==> src/rtl/dma_axi_read_channel.sv <==
// Read-side AXI4 master of the DMA engine: turns a 2-D descriptor into AR bursts
// and forwards R beats to the data buffer, tagging the last beat of every line.
module dma_axi_read_channel #(
    parameter int unsigned BW_ADDR        = 32,
    parameter int unsigned BW_AXI_DATA    = 32,
    parameter int unsigned BW_AXI_TID     = 4,
    parameter int unsigned BW_LINE_SIZE   = 16,
    parameter int unsigned BW_NUM_LINES   = 16,
    parameter int unsigned MAX_AXI_LENGTH = 16,
    parameter int unsigned TAG_DEPTH      = 4
) (
    input  logic                    clk,
    input  logic                    rstnn,
    input  logic [BW_ADDR-1:0]      cfg_addr,
    input  logic [BW_LINE_SIZE-1:0] cfg_line_size,
    input  logic [BW_NUM_LINES-1:0] cfg_num_lines,
    input  logic [BW_ADDR-1:0]      cfg_stride,
    input  logic                    cfg_fixed,
    input  logic                    go,
    output logic                    busy,
    output logic                    done,
    output logic                    error,
    output logic [BW_AXI_TID-1:0]   arid,
    output logic [BW_ADDR-1:0]      araddr,
    output logic [7:0]              arlen,
    output logic [2:0]              arsize,
    output logic [1:0]              arburst,
    output logic                    arvalid,
    input  logic                    arready,
    input  logic [BW_AXI_TID-1:0]   rid,
    input  logic [BW_AXI_DATA-1:0]  rdata,
    input  logic [1:0]              rresp,
    input  logic                    rlast,
    input  logic                    rvalid,
    output logic                    rready,
    output logic                    buf_valid,
    output logic [BW_AXI_DATA:0]    buf_data,
    input  logic                    buf_ready
);

    localparam int unsigned BPB     = BW_AXI_DATA / 8;
    localparam int unsigned LOG_BPB = $clog2(BPB);
    localparam int unsigned BW_CNT  = $clog2(TAG_DEPTH + 1);
    localparam int unsigned BW_PTR  = (TAG_DEPTH > 1) ? $clog2(TAG_DEPTH) : 1;

    typedef enum logic [1:0] {S_IDLE, S_ADDR, S_DRAIN} state_t;

    state_t                  r_state;
    logic                    r_busy;
    logic                    r_done;
    logic                    r_error;
    logic                    r_arvalid;
    logic [BW_ADDR-1:0]      r_araddr;
    logic [7:0]              r_arlen;
    logic                    r_ar_eol;
    logic                    r_fixed;
    logic [BW_ADDR-1:0]      r_stride;
    logic [BW_LINE_SIZE-1:0] r_line_beats;
    // Source of the next burst to present: address, line start, beats and lines left
    logic [BW_ADDR-1:0]      r_addr;
    logic [BW_ADDR-1:0]      r_line_start;
    logic [BW_LINE_SIZE-1:0] r_beats_left;
    logic [BW_NUM_LINES-1:0] r_lines_left;

    logic [TAG_DEPTH-1:0]    r_tag;
    logic [BW_PTR-1:0]       r_wr_ptr;
    logic [BW_PTR-1:0]       r_rd_ptr;
    logic [BW_CNT-1:0]       r_cnt;

    logic                    w_idle;
    logic                    w_cfg_ok;
    logic [BW_LINE_SIZE-1:0] w_cfg_beats;
    logic [BW_ADDR-1:0]      w_src_addr;
    logic [BW_ADDR-1:0]      w_src_line_start;
    logic [BW_ADDR-1:0]      w_src_stride;
    logic [BW_LINE_SIZE-1:0] w_src_beats;
    logic [BW_LINE_SIZE-1:0] w_src_line_beats;
    logic [BW_NUM_LINES-1:0] w_src_lines;
    logic                    w_src_fixed;
    logic [12:0]             w_bnd4k;
    logic [12:0]             w_cap;
    logic [BW_LINE_SIZE-1:0] w_len;
    logic [BW_LINE_SIZE-1:0] w_rem;
    logic                    w_eol;
    logic [BW_ADDR-1:0]      w_next_line_start;
    logic [BW_ADDR-1:0]      w_next_addr;
    logic                    w_ar_hs;
    logic                    w_r_hs;
    logic                    w_pop;
    logic [BW_CNT-1:0]       w_cnt_nxt;
    logic                    w_room;
    logic                    w_load;
    logic                    w_tag_head;
    logic                    w_unused_rid;

    function automatic logic [BW_PTR-1:0] ptr_inc(input logic [BW_PTR-1:0] p);
        return (32'(p) == TAG_DEPTH - 1) ? '0 : p + BW_PTR'(1);
    endfunction

    // In IDLE the first burst is computed straight from the cfg inputs
    assign w_idle           = (r_state == S_IDLE);
    assign w_cfg_ok         = (cfg_num_lines != '0) && (cfg_line_size != '0);
    assign w_cfg_beats      = BW_LINE_SIZE'(cfg_line_size >> LOG_BPB);
    assign w_src_addr       = w_idle ? cfg_addr      : r_addr;
    assign w_src_line_start = w_idle ? cfg_addr      : r_line_start;
    assign w_src_stride     = w_idle ? cfg_stride    : r_stride;
    assign w_src_beats      = w_idle ? w_cfg_beats   : r_beats_left;
    assign w_src_line_beats = w_idle ? w_cfg_beats   : r_line_beats;
    assign w_src_lines      = w_idle ? cfg_num_lines : r_lines_left;
    assign w_src_fixed      = w_idle ? cfg_fixed     : r_fixed;

    // Burst length: min(remaining line beats, MAX_AXI_LENGTH, beats to 4 KB boundary for INCR)
    assign w_bnd4k = 13'((13'h1000 - {1'b0, w_src_addr[11:0]}) >> LOG_BPB);
    assign w_cap   = (!w_src_fixed && (w_bnd4k < 13'(MAX_AXI_LENGTH))) ? w_bnd4k : 13'(MAX_AXI_LENGTH);
    assign w_len   = (32'(w_src_beats) <= 32'(w_cap)) ? w_src_beats : BW_LINE_SIZE'(w_cap);
    assign w_rem   = w_src_beats - w_len;
    assign w_eol   = (w_rem == '0);

    assign w_next_line_start = w_src_line_start + w_src_stride;
    assign w_next_addr = w_eol       ? w_next_line_start :
                         w_src_fixed ? w_src_addr :
                                       w_src_addr + (BW_ADDR'(w_len) << LOG_BPB);

    assign w_ar_hs    = r_arvalid & arready;
    assign w_r_hs     = rvalid & buf_ready & r_busy;
    assign w_pop      = w_r_hs & rlast & (r_cnt != '0);
    assign w_cnt_nxt  = r_cnt + BW_CNT'(w_ar_hs) - BW_CNT'(w_pop);
    assign w_room     = (32'(w_cnt_nxt) < TAG_DEPTH);
    assign w_tag_head = r_tag[r_rd_ptr];

    assign w_load = (w_idle & go & w_cfg_ok) |
                    ((r_state == S_ADDR) & (w_ar_hs | ~r_arvalid) & (r_lines_left != '0) & w_room);

    // Control FSM with AR issue and burst bookkeeping
    always_ff @(posedge clk or negedge rstnn) begin
        if (!rstnn) begin
            r_state      <= S_IDLE;
            r_busy       <= 1'b0;
            r_done       <= 1'b0;
            r_error      <= 1'b0;
            r_arvalid    <= 1'b0;
            r_araddr     <= '0;
            r_arlen      <= '0;
            r_ar_eol     <= 1'b0;
            r_fixed      <= 1'b0;
            r_stride     <= '0;
            r_line_beats <= '0;
            r_addr       <= '0;
            r_line_start <= '0;
            r_beats_left <= '0;
            r_lines_left <= '0;
        end else begin
            r_done <= 1'b0;
            if (w_r_hs && (rresp != 2'b00)) r_error <= 1'b1;

            if (w_load) begin
                r_arvalid    <= 1'b1;
                r_araddr     <= w_src_addr;
                r_arlen      <= 8'(w_len - BW_LINE_SIZE'(1));
                r_ar_eol     <= w_eol;
                r_addr       <= w_next_addr;
                r_line_start <= w_eol ? w_next_line_start : w_src_line_start;
                r_beats_left <= w_eol ? w_src_line_beats : w_rem;
                r_lines_left <= w_eol ? w_src_lines - BW_NUM_LINES'(1) : w_src_lines;
            end else if (w_ar_hs) begin
                r_arvalid <= 1'b0;
            end

            case (r_state)
                S_IDLE: begin
                    if (go) begin
                        r_error <= 1'b0;
                        if (!w_cfg_ok) begin
                            r_done <= 1'b1;
                        end else begin
                            r_state      <= S_ADDR;
                            r_busy       <= 1'b1;
                            r_fixed      <= cfg_fixed;
                            r_stride     <= cfg_stride;
                            r_line_beats <= w_cfg_beats;
                        end
                    end
                end
                S_ADDR: begin
                    if (w_ar_hs && (r_lines_left == '0)) r_state <= S_DRAIN;
                end
                S_DRAIN: begin
                    if (w_pop && (r_cnt == BW_CNT'(1))) begin
                        r_state <= S_IDLE;
                        r_busy  <= 1'b0;
                        r_done  <= 1'b1;
                    end
                end
                default: r_state <= S_IDLE;
            endcase
        end
    end

    // Tag FIFO: one "burst ends a line" bit per outstanding burst
    always_ff @(posedge clk or negedge rstnn) begin
        if (!rstnn) begin
            r_tag    <= '0;
            r_wr_ptr <= '0;
            r_rd_ptr <= '0;
            r_cnt    <= '0;
        end else begin
            if (w_ar_hs) begin
                r_tag[r_wr_ptr] <= r_ar_eol;
                r_wr_ptr        <= ptr_inc(r_wr_ptr);
            end
            if (w_pop) r_rd_ptr <= ptr_inc(r_rd_ptr);
            r_cnt <= w_cnt_nxt;
        end
    end

    assign w_unused_rid = ^rid;

    assign busy      = r_busy;
    assign done      = r_done;
    assign error     = r_error;
    assign arid      = '0;
    assign araddr    = r_araddr;
    assign arlen     = r_arlen;
    assign arsize    = 3'(LOG_BPB);
    assign arburst   = r_fixed ? 2'b00 : 2'b01;
    assign arvalid   = r_arvalid;
    assign rready    = buf_ready;
    assign buf_valid = rvalid & r_busy;
    assign buf_data  = {rdata, rlast & w_tag_head};

endmodule

==> config.mk <==
export PLATFORM = sky130hd
export DESIGN_NAME = dma_axi_read_channel
export DESIGN_NICKNAME = d
export VERILOG_FILES = /design/src/rtl/dma_axi_read_channel.sv
export SDC_FILE = /design/constraint.sdc
export NUM_CORES = 1
export LEC_CHECK = 0
export ABC_AREA = 1
export CORE_MARGIN = 2
export CORE_UTILIZATION = 41
export DETAILED_ROUTE_END_ITERATION = 6
export DONT_BUFFER_PORTS = 1
export PLACE_DENSITY = 0.64
export SETUP_SLACK_MARGIN = 0.3
export SKIP_LAST_GASP = 1
export SYNTH_ARGS = -nofsm -noshare
export SYNTH_HDL_FRONTEND = slang
export SYNTH_SLANG_ARGS = --single-unit
==> constraint.sdc <==
create_clock -name clk -period 6.5 [get_ports clk]
set_input_delay 0.975 -clock clk [delete_from_list [all_inputs] [get_ports clk]]
set_output_delay 0.975 -clock clk [all_outputs]
set_load 0.05 [all_outputs]
== Word-level counts from Yosys, hierarchy flattened ==
Cells that the tools add are included.

* Logic and storage cells: 119
* Bits in registers: 201
* Output and inout bits: 88
* Input bits: 142

* Reduce and logical (&&, ||, !) cells: 20
* Bitwise operators: 15
* Equal/unequal tests: 9
* Magnitude comparators: 6
* Multiplexer cells: 40
* Add/sub/neg operators: 10

{| class="wikitable"
|+ Operator list
! kind !! count
|-
| $mux W32 || 6
|-
| $mux W16 || 5
|-
| $reduce_bool A16 Y1 || 3
|-
| $add A32 B18 Y32 || 1
|-
| $add A32 B32 Y32 || 1
|-
| $logic_not A16 Y1 || 2
|-
| $le A16 B11 Y1 || 1
|-
| $sub A16 B1 Y16 const B || 1
|-
| $sub A16 B16 Y16 || 1
|-
| $mux W1 || 15
|-
| $mux W14 || 1
|-
| $sub A13 B12 Y13 const A || 1
|-
| $and A1 B1 Y1 || 12
|-
| $mux W2 || 6
|-
| $lt A11 B5 Y1 const B || 1
|-
| $mux W11 || 1
|-
| $reduce_and A4 Y1 || 2
|-
| $sub A8 B1 Y8 const B || 1
|-
| $eq A2 B2 Y1 const B || 3
|-
| $logic_and A1 B1 Y1 || 6
|-
| $lt A2 B3 Y1 const B || 2
|-
| $pmux W2 S3 || 1
|-
| $reduce_bool A2 Y1 || 3
|-
| $add A2 B1 Y2 const B || 2
|-
| other kinds (18) || 22
|}

== Depth between registers and ports, before layout ==
* Depth in word-level cells: 11
* Depth in mapped cells: 44
* Gate-level depth less buffers: 43

== Worst setup path after synthesis ==
OpenSTA, ideal clock, no wires.

* Path kind: input port to flip-flop
* Start point: in cfg_fixed
* End point: reg r_line_start[1]
* Stages on the path: 34
* Library setup time: 0.117 ns
* Setup slack: 1.550 ns
* Arrival time: 4.833 ns
* Cell sequence: inv_1 > nand2_1 > o21ai_4 > inv_2 > nor2_1 > nand3_1 > a21oi_2 > nand3_1 > ha_1 > nand2_1 > inv_1 > nand2_1 > nand2_1 > nand2_1 > nand2_1 > nand3_1 > nand2_1 > nand2_2 > nand2_1 > o21ai_4 > ha_1 > fa_1 > o21ai_0 > nand2_1 > nand2_1 > xnor2_1 > nand3_1 > nor2_2 > nand3_4 > buf_6 > nand2_1 > nand2_1 > nand2_1 > nand2_1

* Cells in the longest elaborated chain, start to end: 9

{| class="wikitable"
|+ Ends and longest elaborated chain
! element !! RTL line !! RTL
|-
| start: declaration || 18 || <nowiki>input logic cfg_fixed,</nowiki>
|-
| $mux W1 * || 110 || <nowiki>assign w_src_fixed = w_idle ? cfg_fixed : r_fixed;</nowiki>
|-
| $logic_not A1 Y1 * || 114 || <nowiki>assign w_cap = (!w_src_fixed && (w_bnd4k < 13'(MAX_AXI_LENGTH))) ? w_bnd4k : 13'(MAX_AXI_LENGTH);</nowiki>
|-
| $logic_and A1 B1 Y1 * || 114 ||
|-
| $mux W11 * || 114 ||
|-
| $le A16 B11 Y1 || 115 || <nowiki>assign w_len = (32'(w_src_beats) <= 32'(w_cap)) ? w_src_beats : BW_LINE_SIZE'(w_cap);</nowiki>
|-
| $mux W16 * || 115 ||
|-
| $sub A16 B16 Y16 * || 116 || <nowiki>assign w_rem = w_src_beats - w_len;</nowiki>
|-
| $logic_not A16 Y1 * || 117 || <nowiki>assign w_eol = (w_rem == '0);</nowiki>
|-
| $mux W32 * || 162 || <nowiki>r_line_start <= w_eol ? w_next_line_start : w_src_line_start;</nowiki>
|-
| end signal: assignment || 162 ||
|-
| end: declaration || 61 || <nowiki>logic [BW_ADDR-1:0] r_line_start;</nowiki>
|}

Mark *: on every way between the ends. The rest lies on a longest branch, timed or not.
A chain may end at the register's enable or synchronous reset.

== Worst setup path after layout ==
* Start point: reg r_state[0]
* End point: reg r_line_start[17]

* Cells in the longest elaborated chain, start to end: 11
* Elaborated cells on any way between the ends: 24
* Classes of those cells: 3 x add/sub; 2 x order compare; 1 x eq/ne; 8 x mux; 6 x bitwise; 4 x reduce/logical

{| class="wikitable"
|+ Ends and longest elaborated chain
! element !! RTL line !! RTL
|-
| start: declaration || 48 || <nowiki>state_t r_state;</nowiki>
|-
| start signal: assignment || 137 || <nowiki>r_state <= S_IDLE;</nowiki>
|-
| start signal: assignment || 176 || <nowiki>r_state <= S_ADDR;</nowiki>
|-
| start signal: assignment || 185 || <nowiki>if (w_ar_hs && (r_lines_left == '0)) r_state <= S_DRAIN;</nowiki>
|-
| $logic_not A2 Y1 * || 101 || <nowiki>assign w_idle = (r_state == S_IDLE);</nowiki>
|-
| $mux W32 * || 104 || <nowiki>assign w_src_addr = w_idle ? cfg_addr : r_addr;</nowiki>
|-
| named net w_src_addr[8] || 73 || <nowiki>logic [BW_ADDR-1:0] w_src_addr;</nowiki>
|-
| $sub A13 B12 Y13 * || 113 || <nowiki>assign w_bnd4k = 13'((13'h1000 - {1'b0, w_src_addr[11:0]}) >> LOG_BPB);</nowiki>
|-
| $lt A11 B5 Y1 || 114 ||
|-
| $logic_and A1 B1 Y1 || 114 ||
|-
| $mux W11 * || 114 ||
|-
| $le A16 B11 Y1 || 115 ||
|-
| $mux W16 * || 115 ||
|-
| $sub A16 B16 Y16 * || 116 ||
|-
| $logic_not A16 Y1 * || 117 ||
|-
| $mux W32 * || 162 ||
|}

Mark *: on every way through the listed nets, which the timed path passes. The rest lies on a longest branch.

==> out/qor.txt <==
Starting Density: 41.52%
Top Layer Used: met4
Bufs on Longest Clock Path: 3
share of the synthesized area in the top cell type: 31.42%
First-pass DRT Iterations: 6
Top FF cell, synth: dfrtp_1
first-pass GRT wire length: 75690 µm
leading post-synthesis cells by cell area: dfrtp_1, nand2_1, ha_1
post-synthesis sequential area ratio: 31.42%
Vert. Die Dim: 201.6 µm
Root Buffer: clkbuf_16
layout cell share with drive strength beyond 1: 5.278%
CTS tree: yes
post-detailed-route count of antenna-violating nets: 0
vias in the first global route: 14181
relative slew slack: 32.11%
MaxCap Viol Count: 0
vias: 15375
Worst-Skew Late Latency: 550 ps
arrival time worst endpoint: 6250 ps
Cells after Synth: 2469
placement row count: 72
Vias/cell: 5.222
gpl congestion: 0.9042
EDFF count, synth: 0
Nets: 2632
Post-synth ARST share: 100.0%
Post-Place Setup Slack: 356.2 ps
Crit Path Max Fanout: 24
outcome: completed
clock sink total: 201
Worst Max-Slew Pin Slew: 1022 ps
Port Buffer Count: 0
routed wl met2: 21230 µm
Setup Viol. Count Final: 0
CP max stage delay: 520 ps
Overall Global Routing Usage: 22.77%
Fmax: 173.3 MHz
top cells by count, synth: nand2_1, inv_1, dfrtp_1, o21ai_0, nor2_1
hold_ws: 116.0 ps
slowest CP cell: dfrtp_2
antenna violations before repair: 1
DIE AREA: 40650 µm²
most common cell in the synthesized netlist: nand2_1
# H-tree levels: 1
GRT overflow: 0
Area growth syn-to-layout: 6.861%
die width: 201.6 µm
kind of critical path: reg -> reg
Fin Setup TNS: 0 ps
Routed Wire Length: 47570 µm
Reg clk slew, reported paths: 60 ps
HP Class: in -> async
hold_buf cts: 0
M1 WL: 22620 µm
Avg Cell Area, Syn: 6.485 µm²
Final min period: 5769 ps
unrepaired setup endpoints after global routing: no
DP HPWL: 34500 µm
Cell Area, Synth: 16010 µm²
Critical Path Source Type: flip-flop
Setup WS post-layout: 731.2 ps
CP required: 6980 ps
initial DRC count: 1171
IO Pins: 230
largest net degree at the start of global routing: 202
drt wl/cell: 16.16 µm
CP endpoint kind: flip-flop
Max Slew Vio Count: 0
# DRC: 0
utilization after layout: 44.37%
core area: 38560 µm²
yosys warns: 0
met3 wire length: 2652 µm
clk_skew: 17.04 ps
Synth cell types: 51
Final Hold Vio Count: 0
most used cell, CP: nand2_1
Tcrit/Tclk final: 88.75%
post-synth top area cell: dfrtp_1
cts bufs inserted: 25
Synth Register Bits: 201
==> cells in the final DEF, fill, tap and decap left out, types with 7 or more instances in the layout <==
| cell type | n |
|---|---|
| nand2_1 | 1056 |
| inv_1 | 224 |
| dfrtp_1 | 199 |
| o21ai_0 | 174 |
| nor2_1 | 142 |
| nand3_1 | 82 |
| nand4_1 | 81 |
| ha_1 | 79 |
| a21oi_1 | 77 |
| xor2_1 | 48 |
| clkbuf_16 | 25 |
| a31oi_1 | 20 |
| buf_4 | 20 |
| conb_1 | 19 |
| xnor2_1 | 15 |
| nand2_2 | 14 |
| nor3_1 | 14 |
| nor4_1 | 14 |
| o21ai_1 | 8 |
| or2_2 | 8 |
| a21o_1 | 7 |
| a21boi_0 | 7 |
==> timing repair <==
item	CTS	global route
resized for setup	0	17
setup buffers	0	4
endpoints found under the setup margin	0	95
==> cell type report <==
| class | count | area, µm² |
|---|---|---|
| diodes | 1 | 2.502 |
| clock buffers | 30 | 664.4 |
| clock inverters | 15 | 191.4 |
| fillers | 4072 | 21450 |
| inverters | 231 | 874.6 |
| multi-input cells | 1920 | 9434 |
| flip-flops and latches | 201 | 5032 |
| well taps | 518 | 648.1 |
| repair buffers | 28 | 261.5 |
==> metal layers <==
metal | vias up | track usage (%)
met5 | - | 0
met4 | 0 | 5.173
met3 | 66 | 3.758
met2 | 459 | 36.76
met1 | 7137 | 31.95
li1 | 7713 | -
==> per-stage QoR <==
step | instances | instance area (µm²)
2_1_floorplan | 2486 | 16070
3_3_place_gp | 2892 | 16140
3_5_place_dp | 2892 | 16140
4_1_cts | 2937 | 17000
5_1_grt | 2943 | 17110
6_report | 2944 | 17110
==> sequential cells by signal (all words and copies together) (netlist names), 2 cells and up <==
| register | cells |
|---|---|
| r_rd_ptr | 2 |
| arlen | 8 |
| r_line_start | 32 |
| r_beats_left | 16 |
| r_tag | 4 |
| r_line_beats | 14 |
| r_addr | 32 |
| araddr | 32 |
| r_stride | 32 |
| r_lines_left | 16 |
| r_cnt | 3 |
| r_state | 2 |
| r_wr_ptr | 2 |
==> path summary, 6_finish.rpt <==
| kind | startpoint | slack [ps] | end | cells after the start |
|---|---|---|---|---|
| max | r_state[0] | 730 | r_line_start[17] | 31 |
| min | rstnn | 120 | r_line_beats[2] | 0 |
| max reg2reg | r_state[0] | 730 | r_line_start[17] | 31 |
| min reg2reg | r_line_start[18] | 480 | r_line_start[18] | 2 |
| max in group asynchronous | rstnn | 6070 | araddr[19] | 0 |
| min in group clk | r_line_start[18] | 480 | r_line_start[18] | 2 |
==> kinds of logic after synthesis <==
logic type                 after synthesis  synth area share [%]
and+or+nand+nor                       1438                 37.25
buffers and inverters                  367                 10.43
AOI/OAI and AO/OA                      313                 10.60
DFF                                    201                 31.42
adders and majority gates               83                 6.674
xor gates and xnor gates                63                 3.446
other                                    2               0.04691
muxes                                    2                0.1407
==> critical path, delay by kind of cell (launching register included) <==
family / cells / cell delay [ps]
XOR/XNOR: 1 / 230
adder cells (fa/ha/maj): 2 / 600
AO/OA/AOI/OAI: 3 / 610
AND/OR/NAND/NOR: 21 / 2970
buffers and inverters: 4 / 710
flip-flops: 1 / 520
Power is not shown: default switching activity piles up to over one toggle a cycle in this logic, so the estimate is an artifact.
